**src/rtl/vga_plot_arbiter.sv**
```systemverilog
// Round-robin arbiter sharing the vga_adapter pixel-write port between drawing engines.
// Supports ownership locking for atomic sprite draws and drops transparent pixels.
module vga_plot_arbiter #(
    parameter int unsigned NUM_REQ      = 3,
    parameter logic [8:0]  TRANSPARENT  = 9'h1FF,
    parameter int unsigned LOCK_TIMEOUT = 255
) (
    input  logic                 clk,
    input  logic                 reset,
    input  logic [NUM_REQ-1:0]   req,
    input  logic [NUM_REQ-1:0]   req_lock,
    input  logic [NUM_REQ*8-1:0] req_x,
    input  logic [NUM_REQ*7-1:0] req_y,
    input  logic [NUM_REQ*9-1:0] req_colour,
    output logic [NUM_REQ-1:0]   ack,
    output logic [2:0]           owner,
    output logic                 locked,
    output logic [7:0]           vga_x,
    output logic [6:0]           vga_y,
    output logic [8:0]           vga_colour,
    output logic                 vga_plot
);

    localparam int unsigned IDX_W = 3;
    localparam int unsigned CNT_W = 8;
    localparam int unsigned X_W   = 8;
    localparam int unsigned Y_W   = 7;
    localparam int unsigned C_W   = 9;

    typedef enum logic [0:0] {
        ST_IDLE   = 1'b0,
        ST_LOCKED = 1'b1
    } state_t;

    state_t           state_q;
    state_t           state_d;
    logic [IDX_W-1:0] owner_q;
    logic [IDX_W-1:0] owner_d;
    logic [CNT_W-1:0] cnt_q;
    logic [CNT_W-1:0] cnt_d;

    logic [NUM_REQ-1:0] owner_oh;
    logic               hi_found;
    logic               lo_found;
    logic [IDX_W-1:0]   hi_idx;
    logic [IDX_W-1:0]   lo_idx;

    logic               grant_valid;
    logic [IDX_W-1:0]   grant_idx;
    logic               grant_lock;
    logic [X_W-1:0]     grant_x;
    logic [Y_W-1:0]     grant_y;
    logic [C_W-1:0]     grant_colour;
    logic               owner_req;
    logic               owner_lock;

    // Rotated priority: first request above the owner wins, else first at/below it.
    always_comb begin
        owner_oh = '0;
        hi_found = 1'b0;
        lo_found = 1'b0;
        hi_idx   = '0;
        lo_idx   = '0;
        for (int i = 0; i < NUM_REQ; i++) begin
            owner_oh[i] = (owner_q == IDX_W'(i));
            if (req[i] && !hi_found && (IDX_W'(i) > owner_q)) begin
                hi_found = 1'b1;
                hi_idx   = IDX_W'(i);
            end
            if (req[i] && !lo_found && (IDX_W'(i) <= owner_q)) begin
                lo_found = 1'b1;
                lo_idx   = IDX_W'(i);
            end
        end
    end

    assign owner_req  = |(req & owner_oh);
    assign owner_lock = |(req_lock & owner_oh);

    // Grant / ack decode; reset suppresses any acceptance in the same cycle.
    always_comb begin
        grant_valid = 1'b0;
        grant_idx   = owner_q;
        ack         = '0;
        if (!reset) begin
            case (state_q)
                ST_IDLE: begin
                    grant_valid = hi_found | lo_found;
                    grant_idx   = hi_found ? hi_idx : lo_idx;
                end
                ST_LOCKED: begin
                    grant_valid = owner_req;
                    grant_idx   = owner_q;
                end
                default: begin
                    grant_valid = 1'b0;
                end
            endcase
        end
        for (int i = 0; i < NUM_REQ; i++) begin
            ack[i] = grant_valid && (grant_idx == IDX_W'(i));
        end
    end

    // Winner's payload mux
    always_comb begin
        grant_lock   = 1'b0;
        grant_x      = '0;
        grant_y      = '0;
        grant_colour = '0;
        for (int i = 0; i < NUM_REQ; i++) begin
            if (grant_idx == IDX_W'(i)) begin
                grant_lock   = req_lock[i];
                grant_x      = req_x[X_W*i +: X_W];
                grant_y      = req_y[Y_W*i +: Y_W];
                grant_colour = req_colour[C_W*i +: C_W];
            end
        end
    end

    // Next-state: ownership, lock hold and idle timeout
    always_comb begin
        state_d = state_q;
        owner_d = owner_q;
        cnt_d   = cnt_q;
        case (state_q)
            ST_IDLE: begin
                cnt_d = '0;
                if (grant_valid) begin
                    owner_d = grant_idx;
                    if (grant_lock) begin
                        state_d = ST_LOCKED;
                    end
                end
            end
            ST_LOCKED: begin
                if (owner_req) begin
                    cnt_d = '0;
                    if (!owner_lock) begin
                        state_d = ST_IDLE;
                    end
                end else if (cnt_q == CNT_W'(LOCK_TIMEOUT - 1)) begin
                    state_d = ST_IDLE;
                    cnt_d   = '0;
                end else begin
                    cnt_d = cnt_q + CNT_W'(1);
                end
            end
            default: begin
                state_d = ST_IDLE;
                cnt_d   = '0;
            end
        endcase
    end

    always_ff @(posedge clk) begin
        if (reset) begin
            state_q <= ST_IDLE;
            owner_q <= IDX_W'(NUM_REQ - 1);
            cnt_q   <= '0;
        end else begin
            state_q <= state_d;
            owner_q <= owner_d;
            cnt_q   <= cnt_d;
        end
    end

    // Pixel output stage: one cycle behind acceptance, coordinates hold when idle.
    always_ff @(posedge clk) begin
        if (reset) begin
            vga_x      <= '0;
            vga_y      <= '0;
            vga_colour <= '0;
            vga_plot   <= 1'b0;
        end else begin
            vga_plot <= grant_valid && (grant_colour != TRANSPARENT);
            if (grant_valid) begin
                vga_x      <= grant_x;
                vga_y      <= grant_y;
                vga_colour <= grant_colour;
            end
        end
    end

    assign owner  = owner_q;
    assign locked = (state_q == ST_LOCKED);

endmodule

```
**config.mk**
```make
export PLATFORM = sky130hd
export DESIGN_NAME = vga_plot_arbiter
export DESIGN_NICKNAME = d
export VERILOG_FILES = /design/src/rtl/vga_plot_arbiter.sv
export SDC_FILE = /design/constraint.sdc
export NUM_CORES = 1
export LEC_CHECK = 0
export BUFFER_PORTS_ARGS = -buffer_cell sky130_fd_sc_hd__buf_2
export CAP_MARGIN = 20
export CELL_PAD_IN_SITES_DETAIL_PLACEMENT = 0
export CELL_PAD_IN_SITES_GLOBAL_PLACEMENT = 1
export CORE_UTILIZATION = 32
export CTS_CLUSTER_DIAMETER = 100
export CTS_CLUSTER_SIZE = 8
export DETAILED_ROUTE_END_ITERATION = 8
export PLACE_DENSITY = 0.84
export SYNTH_ARGS = -nofsm -noshare
export SYNTH_HDL_FRONTEND = slang
export SYNTH_SLANG_ARGS = --single-unit
export TNS_END_PERCENT = 20
```
**constraint.sdc**
```tcl
create_clock -name clk -period 2.7 [get_ports clk]
set_clock_uncertainty 0.1 [all_clocks]
set_input_delay 0.135 -clock clk [delete_from_list [all_inputs] [get_ports clk]]
set_output_delay 0.135 -clock clk [all_outputs]
set_load 0.02 [all_outputs]
```
---- Word-level counts from Yosys, hierarchy flattened ----
Cells that the tools add are included.
word-level totals
  bits in registers ....................... 37
  bits of input ports ..................... 80
  output and inout bits ................... 32
  logic and storage cells ................. 83
operators by class
  add/sub/neg operators ................... 1
  magnitude comparators ................... 6
  equality and inequality tests ........... 6
  muxes and demuxes ....................... 36
  bitwise logic cells ..................... 4
  reduce and logical (&&, ||, !) cells .... 23
operators with widths
  kind                   number
  $mux W8                5
  $mux W9                3
  $mux W7                3
  $mux W1                17
  $pmux W8 S2            1
  $logic_and A1 B1 Y1    14
  $mux W3                4
  $ne A9 B9 Y1 const B   1
  $add A8 B1 Y8 const B  1
  $eq A8 B8 Y1 const B   1
  $and A3 B3 Y3          2
  $eq A3 B1 Y1 const B   2
  $eq A3 B2 Y1 const B   2
  $gt A1 B3 Y1 const A   2
  $le A1 B3 Y1 const A   2
  $logic_not A3 Y1       2
  $pmux W3 S2            1
  $reduce_or A3 Y1       2
  $logic_not A1 Y1       4
  $pmux W1 S2            2
  $gt A2 B3 Y1 const A   1
  $le A2 B3 Y1 const A   1
  $reduce_and A2 Y1      1
  $not A1 Y1             1
  $or A1 B1 Y1           1

---- Longest topological paths before layout ----
Gate-level depths: netlist of the first run.
  depth in word-level cells ............... 21
  mapped depth ............................ 9
  gate-level depth less buffers ........... 6

---- Worst setup path before layout of the first run ----
No wires, ideal clock.
  path kind ............................... register to output
  start ................................... register owner_q[0], in the netlist owner[0]
  end ..................................... output port ack[0]
  data arrival time ....................... 2221 ps
  data required time ...................... 2465 ps
  slack ................................... 244 ps
  stages on the path, launching flop included .. 9
  path buffers ............................ 3
  cells stage by stage .................... dfxtp_1 > buf_2 > nor2b_1 > o2bb2ai_1 > nand2b_1 > a211o_1 > clkbuf_1 > clkbuf_1 > nor3_1
on the way
  word-level cells in the longest chain between the ends .. 16
  elaborated cells on any way between the ends .. 43
  classes of those cells .................. 6 x order compare; 2 x eq/ne; 15 x mux; 2 x bitwise; 18 x reduce/logical
ends and longest elaborated chain
  item                                                         RTL line  RTL
  start, declared                                              37        logic [IDX_W-1:0] owner_q;
  start signal, assigned                                       159       owner_q <= IDX_W'(NUM_REQ - 1);
  start signal, assigned                                       163       owner_q <= owner_d;
  $le A1 B3 Y1 or $gt A1 B3 Y1 (tied branches)                 70, 66
  $logic_and A1 B1 Y1, on equally long branches                70, 66
  $mux W1, on equally long branches                            70, 66
  $logic_not A1 Y1, on equally long branches                   70, 66
  $logic_and A1 B1 Y1, on equally long branches (2 in series)  70, 66
  $mux W1, on equally long branches                            70, 66
  $logic_not A1 Y1, on equally long branches                   70, 66
  $logic_and A1 B1 Y1, on equally long branches (2 in series)  70, 66
  $mux W3, or another cell as far along                        70        if (req[i] && !lo_found && (IDX_W'(i) <= owner_q)) begin
  $mux W3                                                      89        grant_idx = hi_found ? hi_idx : lo_idx;
  $pmux W3 S2                                                  86        case (state_q)
  $mux W3                                                      85        if (!reset) begin
  $logic_not A3 Y1                                             101       ack[i] = grant_valid && (grant_idx == IDX_W'(i));
  $logic_and A1 B1 Y1 (*)                                      101
  end, declared                                                15        output logic [NUM_REQ-1:0] ack,
Mark *: on every way between the ends. The rest lies on a longest branch, timed or not.

---- Worst setup path after layout of the first run ----
  start ................................... register owner_q[2], in the netlist owner[2]
  end ..................................... output port ack[2]
on the way
  word-level cells in the longest chain between the ends .. 16
  elaborated cells on any way between the ends .. 43
  classes of those cells .................. 6 x order compare; 3 x eq/ne; 15 x mux; 2 x bitwise; 17 x reduce/logical
ends and longest elaborated chain
  item                                                         RTL line
  $le A1 B3 Y1 or $gt A1 B3 Y1 (tied branches)                 70, 66
  $logic_and A1 B1 Y1, on equally long branches                70, 66
  $mux W1, on equally long branches                            70, 66
  $logic_not A1 Y1, on equally long branches                   70, 66
  $logic_and A1 B1 Y1, on equally long branches (2 in series)  70, 66
  $mux W1, on equally long branches                            70, 66
  $logic_not A1 Y1, on equally long branches                   70, 66
  $logic_and A1 B1 Y1, on equally long branches (2 in series)  70, 66
  $mux W3, or another cell as far along                        70
  $mux W3                                                      89
  $pmux W3 S2                                                  86
  $mux W3                                                      85
  $eq A3 B2 Y1                                                 101
  $logic_and A1 B1 Y1 (*)                                      101
Marked as above.

==> out/qor.yml, run 1 <==
outcome:
  status: "complete, no violations"
die:
  coreArea_um2: 6390
  std_cell_rows: 29
  io-pin-count: 112
  dieArea_um2: 7010
  die_x_um: 83.7
  initial_core_util_pct: 33.5
  chipHeight_um: 83.7
cells_and_area:
  insertedDiodeCount: 0
  seq_area_um2: 741
  nets: 446
  area_growth_pct: 34.0
  drive_gt1_share_pct: 38.9
  n_fill_cell: 652
  stdcell_count: 442
  multi_input_comb_area_um2: 1290
sta:
  layout_min_cycle_time_ns: 2.58
  setup_viol: 0
  worst_slew_pin_slew_ns: 0.632
  fmax_ghz: 0.388
  post-route-period-util_pct: 95.4
  relSlewSlack_pct: 57.6
  finalHoldViolCount: 0
  grt_setup_unrepaired: "false"
  final_max_slew_viol_count: 0
  fin_ws_ns: 0.123
  setup_tns_ns: 0
  timing.hold.ws_ns: 0.0285
clock_network:
  numCtsBuffers: 5
  path_clk_slew_ns: 0.07
  cts_buffer_depth: 2
  cts_sinks: 37
  cts_tree: "done"
  htreeDepth: 2
  clk_latency_ns: 0.29
  root_buffer: "clkbuf_8"
worst_setup_path:
  crit_end: "ack[2]"
  crit_required_ns: 2.47
  path_max_fanout: 15
  regToRegStartpoint: "owner[2]"
  cp-startpoint: "owner[2]"
  r2r_cells: 7
  r2r_setup_slack_ns: 0.21
  cpPeakStageDelay_ns: 0.58
  crit_slowest_cell: "or4b_4"
  arrival_ns: 2.34
  r2r-end: "vga_plot"
  crit_chain: "or4b_4 > o311a_1 > o21ai_4 > buf_4 > nor2_1 > buf_2"
  crit_path_start_kind: "register"
  endpoint_kind: "output port"
  crit_type: "register to output port"
detailed_routing:
  first_pass_iters: 4
  antenna_left: 0
  wl_per_cell_um: 13.9
  routed_wl_um: 6170
  drt_iter0_markers: 108
  drc: 0
  via_per_inst: 5.19
  route.vias.total: 2293
placed_design:
  port_buffers: 111
  place_ws_ns: 0.253
  gp_congestion: 0.842
  dp_cells: 430
  dp_hpwl_um: 4610
min_path:
  whs_path_depth: 3
  hold_class: "primary input to register"
global_route:
  antenna_found_initial: 0
  grt_usage_pct: 17.4
  grt_start_max_net_pins: 29
  grt_pass1_wl_um: 9970
  grt_pass1_vias: 2225
  grt_overflow_total: 0
synthesis:
  avgSynthCellArea_um2: 8.45
  async_flop_share_pct: 0
  yosysSeqAreaShare_pct: 34.7
  yosysTopAreaCell: "dfxtp_1"
  yosys_warnings: 0
  synth_ff_type: "dfxtp_1"
  synth_edf_count: 0
  syn-num-nets: 335
  synth_cells: 253
  syn-cell-area_um2: 2140
  synth_seq_cells: 37
  synth_cell_types: 48
  synth_area_leaders: "dfxtp_1 35%, o2bb2ai_1 8.2%, nand3b_1 6.7%"
  synth_top_cell_area_share_pct: 34.7
power_and_ir_drop:
  pwr_density_cell_nw_per_um2: 632
  p_leak_nw: 1.28
  irDropWorstVdd_mv: 0.290
run:
  cap_violations: 0
[Yosys cell counts (2+ instances only)]
master	n
o2bb2ai_1	20
nor3b_1	2
buf_2	5
and3_1	2
nor2b_1	8
nand2_1	17
xor2_1	5
inv_1	3
and2_1	2
o2111a_1	2
dfxtp_1	37
o22ai_1	6
mux2_2	6
o21ai_0	27
a2bb2oi_1	6
mux2i_1	2
nand3_1	12
buf_6	2
nor3_1	3
o21ai_1	10
clkbuf_1	10
a21oi_1	2
nand3b_1	19
ha_1	2
nor2_1	20
[cell type report]
class                           instances  share of cell area (%)
Inverter                                3                   0.393
Sequential cell                        37                    25.9
Clock buffer                            8                    2.80
Multi-Input combinational cell        194                    45.0
Tap cell                               77                    3.36
Timing Repair Buffer                  123                    22.5
[timing repair]
item                                    in CTS  in global routing
endpoints found under the setup margin       1                  2
buffers inserted                             0                  4
pin swaps                                    1                  1
resized for setup                            0                  2
hold buffers                                 0                  0
gates cloned                                 0                  0
[stage by stage]
step | instance area [um^2] | utilization (%) | total power [mW]
3_5_place_dp | 2750 | 43.1 | 1.43
5_1_grt | 2860 | 44.8 | 1.93
4_1_cts | 2830 | 44.3 | 1.81
6_report | 2860 | 44.8 | 1.81
2_1_floorplan | 2140 | - | 1.19
3_3_place_gp | 2750 | 43.1 | 1.43
[cells by family after synthesis]
logic type,share of synthesized area [%]
mux,4.10
xor+xnor,2.46
buf+inv,5.09
simple gates,24.4
compound gates,28.1
flops,34.7
fa+ha+maj,1.17
[routing by layer]
metal	part of all wire [%]	track usage (%)
met5	0	0
met4	0.78	4.93
met3	7.1	4.35
met2	47	29.5
met1	46	21.9
[critical path: cells and delay by family, from the launching register on]
kind	cells	cell delay, ns
AND/OR/NAND/NOR	2	0.63
buffers and inverters	2	0.43
flip-flops	1	0.40
AO/OA/AOI/OAI	2	0.58
[flip-flops by register name (all words and copies together) (netlist names)]
name and flops:
cnt_q 8, locked 1, vga_plot 1, owner 3
vga_colour 9, vga_y 7, vga_x 8
[placed cells by master, fill, tap and decap left out, drive strengths merged, types with 8 or more instances in the layout]
cell type,n
buf,123
o21ai,38
dfxtp,37
o2bb2ai,20
nor2,20
nand3b,19
nand2,17
nand3,12
nor2b,8
clkbuf,8
[power by group]
group / internal, mW / switching [mW] / total [mW]
logic: 0.318 / 0.430 / 0.748
clock network: 0.183 / 0.188 / 0.372
registers: 0.636 / 0.0548 / 0.691
total: 1.14 / 0.674 / 1.81
[how the worst min path moves through the flow]
stage	startpoint	endpoint	slack (ns)
final	req_x[21]	vga_x[5]	0.03
after global routing	req_x[19]	vga_x[3]	0.03
after CTS	req_x[21]	vga_x[5]	0.02
after detailed placement	req_x[21]	vga_x[5]	0.31
after global placement	req_x[21]	vga_x[5]	0.31
after floorplan	req_y[17]	vga_y[3]	0.21
Power figures use the tool's default switching activity.
==> inputs of run 2 (changes only) <==
CORE_UTILIZATION = 33   (was 32)
CTS_BUF_LIST = sky130_fd_sc_hd__clkbuf_2 sky130_fd_sc_hd__clkbuf_4 sky130_fd_sc_hd__clkbuf_8   (was not set)
PLACE_DENSITY = 0.86   (was 0.84)
==> run 2 against run 1 <==
Effect of this change:
- clock power increased by 38%
- sequential share of layout area decreased by 0.29 points
- worst hold slack got worse by 0.018 ns
- critical path type unchanged
- routed wire length increased by 6.1%
- combinational power increased by 0.7%
- critical path depth unchanged
- die area decreased by 3.0%
==> out/qor.yml, run 2 (synthesized netlist as in run 1, its figures left out) <==
outcome:
  status: "complete, no violations"
clock_network:
  htreeDepth: 2
  cts_sinks: 37
  numCtsBuffers: 5
  root_buffer: "clkbuf_8"
  cts_tree: "done"
  ctsHoldBuffers: 0
  clk_latency_ns: 0.29
  cts_buffer_depth: 2
  path_clk_slew_ns: 0.08
power_and_ir_drop:
  power.share.clock_pct: 26.2
  irDropWorstVdd_mv: 0.275
  p_int_mw: 1.27
  p_sw_share_pct: 35.2
  combinationalPowerShare_pct: 38.5
  p_leak_nw: 1.31
  pwr-share-seq_pct: 35.3
  p_switching_mw: 0.689
  pwr_density_cell_nw_per_um2: 674
sta:
  final_max_slew_viol_count: 0
  setup_viol: 0
  finalHoldViolCount: 0
  post-route-period-util_pct: 95.6
  worst_slew_pin_slew_ns: 0.665
  timing.hold.ws_ns: 0.0103
  layout_min_cycle_time_ns: 2.58
  setup_tns_ns: 0
  relSlewSlack_pct: 55.4
  fmax_ghz: 0.388
cells_and_area:
  final_cell_mix: "111 x buf_2, 36 x dfxtp_1, 27 x o21ai_0, 20 x o2bb2ai_1, 20 x nor2_1"
  final_common_cell: "buf_2"
  n_fill_cell: 631
  largest_reg_flops: 9
  drive_gt1_share_pct: 39.7
  reg.largest.list: "vga_colour (9), cnt_q (8), vga_x (8)"
  regMostFlops: "vga_colour"
  fin_area_um2: 2900
  nets: 446
  area_growth_pct: 35.8
  insertedDiodeCount: 0
detailed_routing:
  wl_per_cell_um: 14.9
  antenna_left: 0
  via_per_inst: 5.25
  routed_wl_um: 6540
  drt_iter0_markers: 116
  drc: 0
  first_pass_iters: 4
  route.vias.total: 2311
die:
  initial_core_util_pct: 35.1
  io-pin-count: 112
  dieArea_um2: 6800
  chipHeight_um: 82.5
  coreArea_um2: 6100
  die_x_um: 82.5
  std_cell_rows: 28
placed_design:
  dp_hpwl_um: 4920
  gp_congestion: 0.836
  port_buffers: 111
  dpl_cell_area_um2: 2750
run:
  cap_violations: 0
worst_setup_path:
  r2r_setup_slack_ns: 0.23
  crit_slowest_cell: "or4b_4"
  crit_path_start_kind: "register"
  cp-startpoint: "owner[2]"
  cp_top_family: "simple AND/OR/NAND/NOR gates"
  crit_chain: "or4b_4 > o311a_1 > o21ai_4 > buf_4 > nor2_1 > buf_2"
  path_max_fanout: 11
  cp_num_buf_inv: 2
  endpoint_kind: "output port"
  crit_type: "register to output port"
  regToRegStartpoint: "owner[2]"
  cpPeakStageDelay_ns: 0.58
  arrival_ns: 2.34
  crit_required_ns: 2.47
global_route:
  grt_usage_pct: 19.1
  antenna_found_initial: 0
  grt_overflow_total: 0
  grt_start_max_net_pins: 47
  grt_pass1_wl_um: 9800
  grt_pass1_vias: 1978
min_path:
  hold_start: "req_x[19]"
  hold_class: "primary input to register"
run 2: cell count changes in the layout (fill, tap and decap cells not counted), sizes merged:
cell	before	now
bufinv	0	1
clkbuf	8	7
run 2: worst reg2reg max path: cells and delay by family (launching register included):
kind                   cells  cell delay [ns]
AOI/OAI and AO/OA          5             1.08
and+or+nand+nor            1             0.58
DFF                        1             0.40
buffers and inverters      1             0.17
run 2: path summary, 6_finish.rpt:
| path | endpoint | depth (start not counted) |
|---|---|---|
| setup / recovery | ack[2] | 6 |
| hold / removal | vga_x[3] | 3 |
| setup reg to reg | vga_plot | 7 |
| hold reg to reg | vga_x[3] | 2 |
run 2: area by class of cell:
type	instances	area (um^2)	area share, %
Inverter	3	11.3	0.388
Sequential cell	37	742	25.6
Tap cell	75	93.8	3.23
Multi-Input combinational cell	194	1290	44.4
Timing Repair Buffer	123	646	22.3
Clock buffer	7	90.1	3.10
Clock inverter	1	30.0	1.03
run 2: power groups by stage:
| stage | Sequential (mW) | Combinational (mW) | Clock, mW |
|---|---|---|---|
| floorplan | 0.799 | 0.393 | 0 |
| global placement | 0.697 | 0.733 | 0 |
| detailed placement | 0.701 | 0.738 | 0 |
| CTS | 0.689 | 0.740 | 0.524 |
| global route | 0.704 | 0.827 | 0.548 |
| finish | 0.690 | 0.753 | 0.513 |
run 2: through the flow:
step | utilization [%] | total power, mW | setup WS (ns) | cells
after detailed placement | 45.1 | 1.44 | 0.274 | 428
after floorplan | - | 1.19 | 0.244 | 253
after global routing | 47.6 | 2.08 | -0.00363 | 440
final | 47.6 | 1.96 | 0.120 | 440
after global placement | 45.1 | 1.43 | 0.364 | 428
after CTS | 47.1 | 1.95 | 0.0248 | 436
run 2: metal layers:
layer | up-vias | wire length (um) | global-route usage, %
met5 | - | 0 | 0
met4 | 0 | 88 | 6.49
met3 | 9 | 499 | 4.18
met2 | 89 | 3030 | 30.3
met1 | 1060 | 2920 | 25.3
li1 | 1153 | - | -
run 2: repair_timing:
| action | CTS | global route |
|---|---|---|
| setup endpoints to repair | 0 | 2 |
| setup buffers | 0 | 4 |
| gates resized for setup | 0 | 2 |
==> inputs of run 3 (changes only) <==
==> constraint.sdc (replaced) <==
create_clock -name clk -period 2.7 [get_ports clk]
set_clock_uncertainty 0.1 [all_clocks]
set_input_delay 0.54 -clock clk [delete_from_list [all_inputs] [get_ports clk]]
set_output_delay 0.54 -clock clk [all_outputs]
set_load 0.02 [all_outputs]
==> run 3 against run 2 <==
Effect of this change:
- worst hold slack better by 0.36 ns
- combinational power about the same
- power down 6.5%
- final cell count up 0.23%
- largest power group unchanged
- routed wire length down 2.5%
- critical path type unchanged
- first-iteration DRC count down 34%
- utilization about the same
- non-clock buffer count up 1
- maximum frequency down 0.57%
- flip-flop and latch count unchanged
==> out/qor.yml, run 3 (synthesized netlist as in run 1, its figures left out) <==
min_path:
  min_to: "vga_colour[5]"
  hold_class: "register to register"
  hold_start: "vga_colour[5]"
  whs_path_depth: 2
global_route:
  grt_pass1_vias: 1971
  grt_overflow_total: 0
  grt_usage_pct: 18.5
  antenna_found_initial: 0
  grt_pass1_wl_um: 9470
  grt_start_max_net_pins: 40
cells_and_area:
  area_growth_pct: 35.7
  final_common_cell: "buf_2"
  fin_area_um2: 2900
  insertedDiodeCount: 0
  nets: 447
  final_cell_mix: "111 x buf_2, 35 x dfxtp_1, 27 x o21ai_0, 20 x o2bb2ai_1"
  reg.largest.list: "vga_colour (9), cnt_q (8), vga_x (8)"
  drive_gt1_share_pct: 40.7
  regMostFlops: "vga_colour"
  largest_reg_flops: 9
die:
  io-pin-count: 112
  initial_core_util_pct: 35.1
  coreArea_um2: 6100
  chipHeight_um: 82.5
  dieArea_um2: 6800
  die_x_um: 82.5
  std_cell_rows: 28
sta:
  relSlewSlack_pct: 67.2
  post-route-period-util_pct: 96.1
  final_max_slew_viol_count: 0
  fin_ws_ns: 0.105
  layout_min_cycle_time_ns: 2.59
  fmax_ghz: 0.385
  grt_setup_unrepaired: "false"
  timing.hold.ws_ns: 0.372
  setup_viol: 0
  setup_tns_ns: 0
  finalHoldViolCount: 0
  worst_slew_pin_slew_ns: 0.486
placed_design:
  dpl_cell_area_um2: 2800
  port_buffers: 111
  place_ws_ns: 0.167
  gp_congestion: 0.804
  dp_hpwl_um: 4950
worst_setup_path:
  r2r_cells: 7
  r2r-end: "vga_plot"
  endpoint_kind: "output port"
  arrival_ns: 1.95
  cpPeakStageDelay_ns: 0.59
  path_max_fanout: 10
  crit_type: "register to output port"
  crit_required_ns: 2.06
  crit_path_start_kind: "register"
  crit_chain: "or4b_4 > o311ai_1 > and2_1 > nor2b_1 > buf_2"
  r2r_setup_slack_ns: 0.35
  regToRegStartpoint: "owner[2]"
  crit_slowest_cell: "or4b_4"
detailed_routing:
  antenna_left: 0
  first_pass_iters: 5
  drc: 0
  via_per_inst: 5.19
  route.vias.total: 2290
  drt_iter0_markers: 76
  routed_wl_um: 6380
  wl_per_cell_um: 14.5
clock_network:
  clk_latency_ns: 0.28
  htreeDepth: 2
  path_clk_slew_ns: 0.08
  post_cts_buffers: 0
  cts_sinks: 37
  numCtsBuffers: 5
  cts_tree: "done"
  cts_buffer_depth: 2
  root_buffer: "clkbuf_8"
outcome:
  status: "complete, no violations"
power_and_ir_drop:
  p_leak_nw: 1.30
  irDropWorstVdd_mv: 0.320
  pwr_density_cell_nw_per_um2: 631
run:
  cap_violations: 0
[run 3: worst max-delay path, delay by kind of cell (launching register included)]
kind	cells	cell delay (ns)
AND/OR/NAND/NOR	3	0.91
AO/OA/AOI/OAI	1	0.15
flip-flops	1	0.42
buffers and inverters	1	0.18
[run 3: cell type report]
type                            count  area [um^2]
Clock buffer                        6         76.3
Clock inverter                      2         10.0
Fill cell                         622         3200
Inverter                            3         11.3
Multi-Input combinational cell    194         1310
Sequential cell                    37          746
Tap cell                           75         93.8
Timing Repair Buffer              124          653
[run 3: how the worst max path moves through the flow]
stage / from / to / cells past startpoint
after floorplan: owner[0] / ack[2] / 8
after global placement: reset / vga_plot / 8
after detailed placement: reset / vga_plot / 8
after CTS: locked / ack[0] / 5
after global routing: owner[2] / ack[1] / 5
final: owner[2] / ack[1] / 5
[run 3: per-layer routing]
layer,routed length (um),part of all wire [%],global-route usage (%)
met5,0,0,0
met1,2870,45,24.4
met2,2990,47,29.5
met4,114,1.8,6.84
met3,410,6.4,4.07
[run 3: power breakdown]
| part | total (mW) | internal [mW] | switching (mW) |
|---|---|---|---|
| clock network | 0.381 | 0.189 | 0.192 |
| logic | 0.755 | 0.323 | 0.432 |
| registers | 0.694 | 0.637 | 0.0564 |
| total | 1.83 | 1.15 | 0.681 |
[run 3: per-stage QoR]
step | utilization (%) | std cells | power (mW)
6_report | 47.6 | 441 | 1.83
5_1_grt | 47.6 | 441 | 1.95
4_1_cts | 47.4 | 441 | 1.85
3_5_place_dp | 45.9 | 433 | 1.46
3_3_place_gp | 45.9 | 433 | 1.45
2_1_floorplan | - | 253 | 1.20
[run 3: repair_timing]
item,in CTS,in global routing
endpoints found under the setup margin,1,1
resized for setup,2,4
hold buffers,0,0
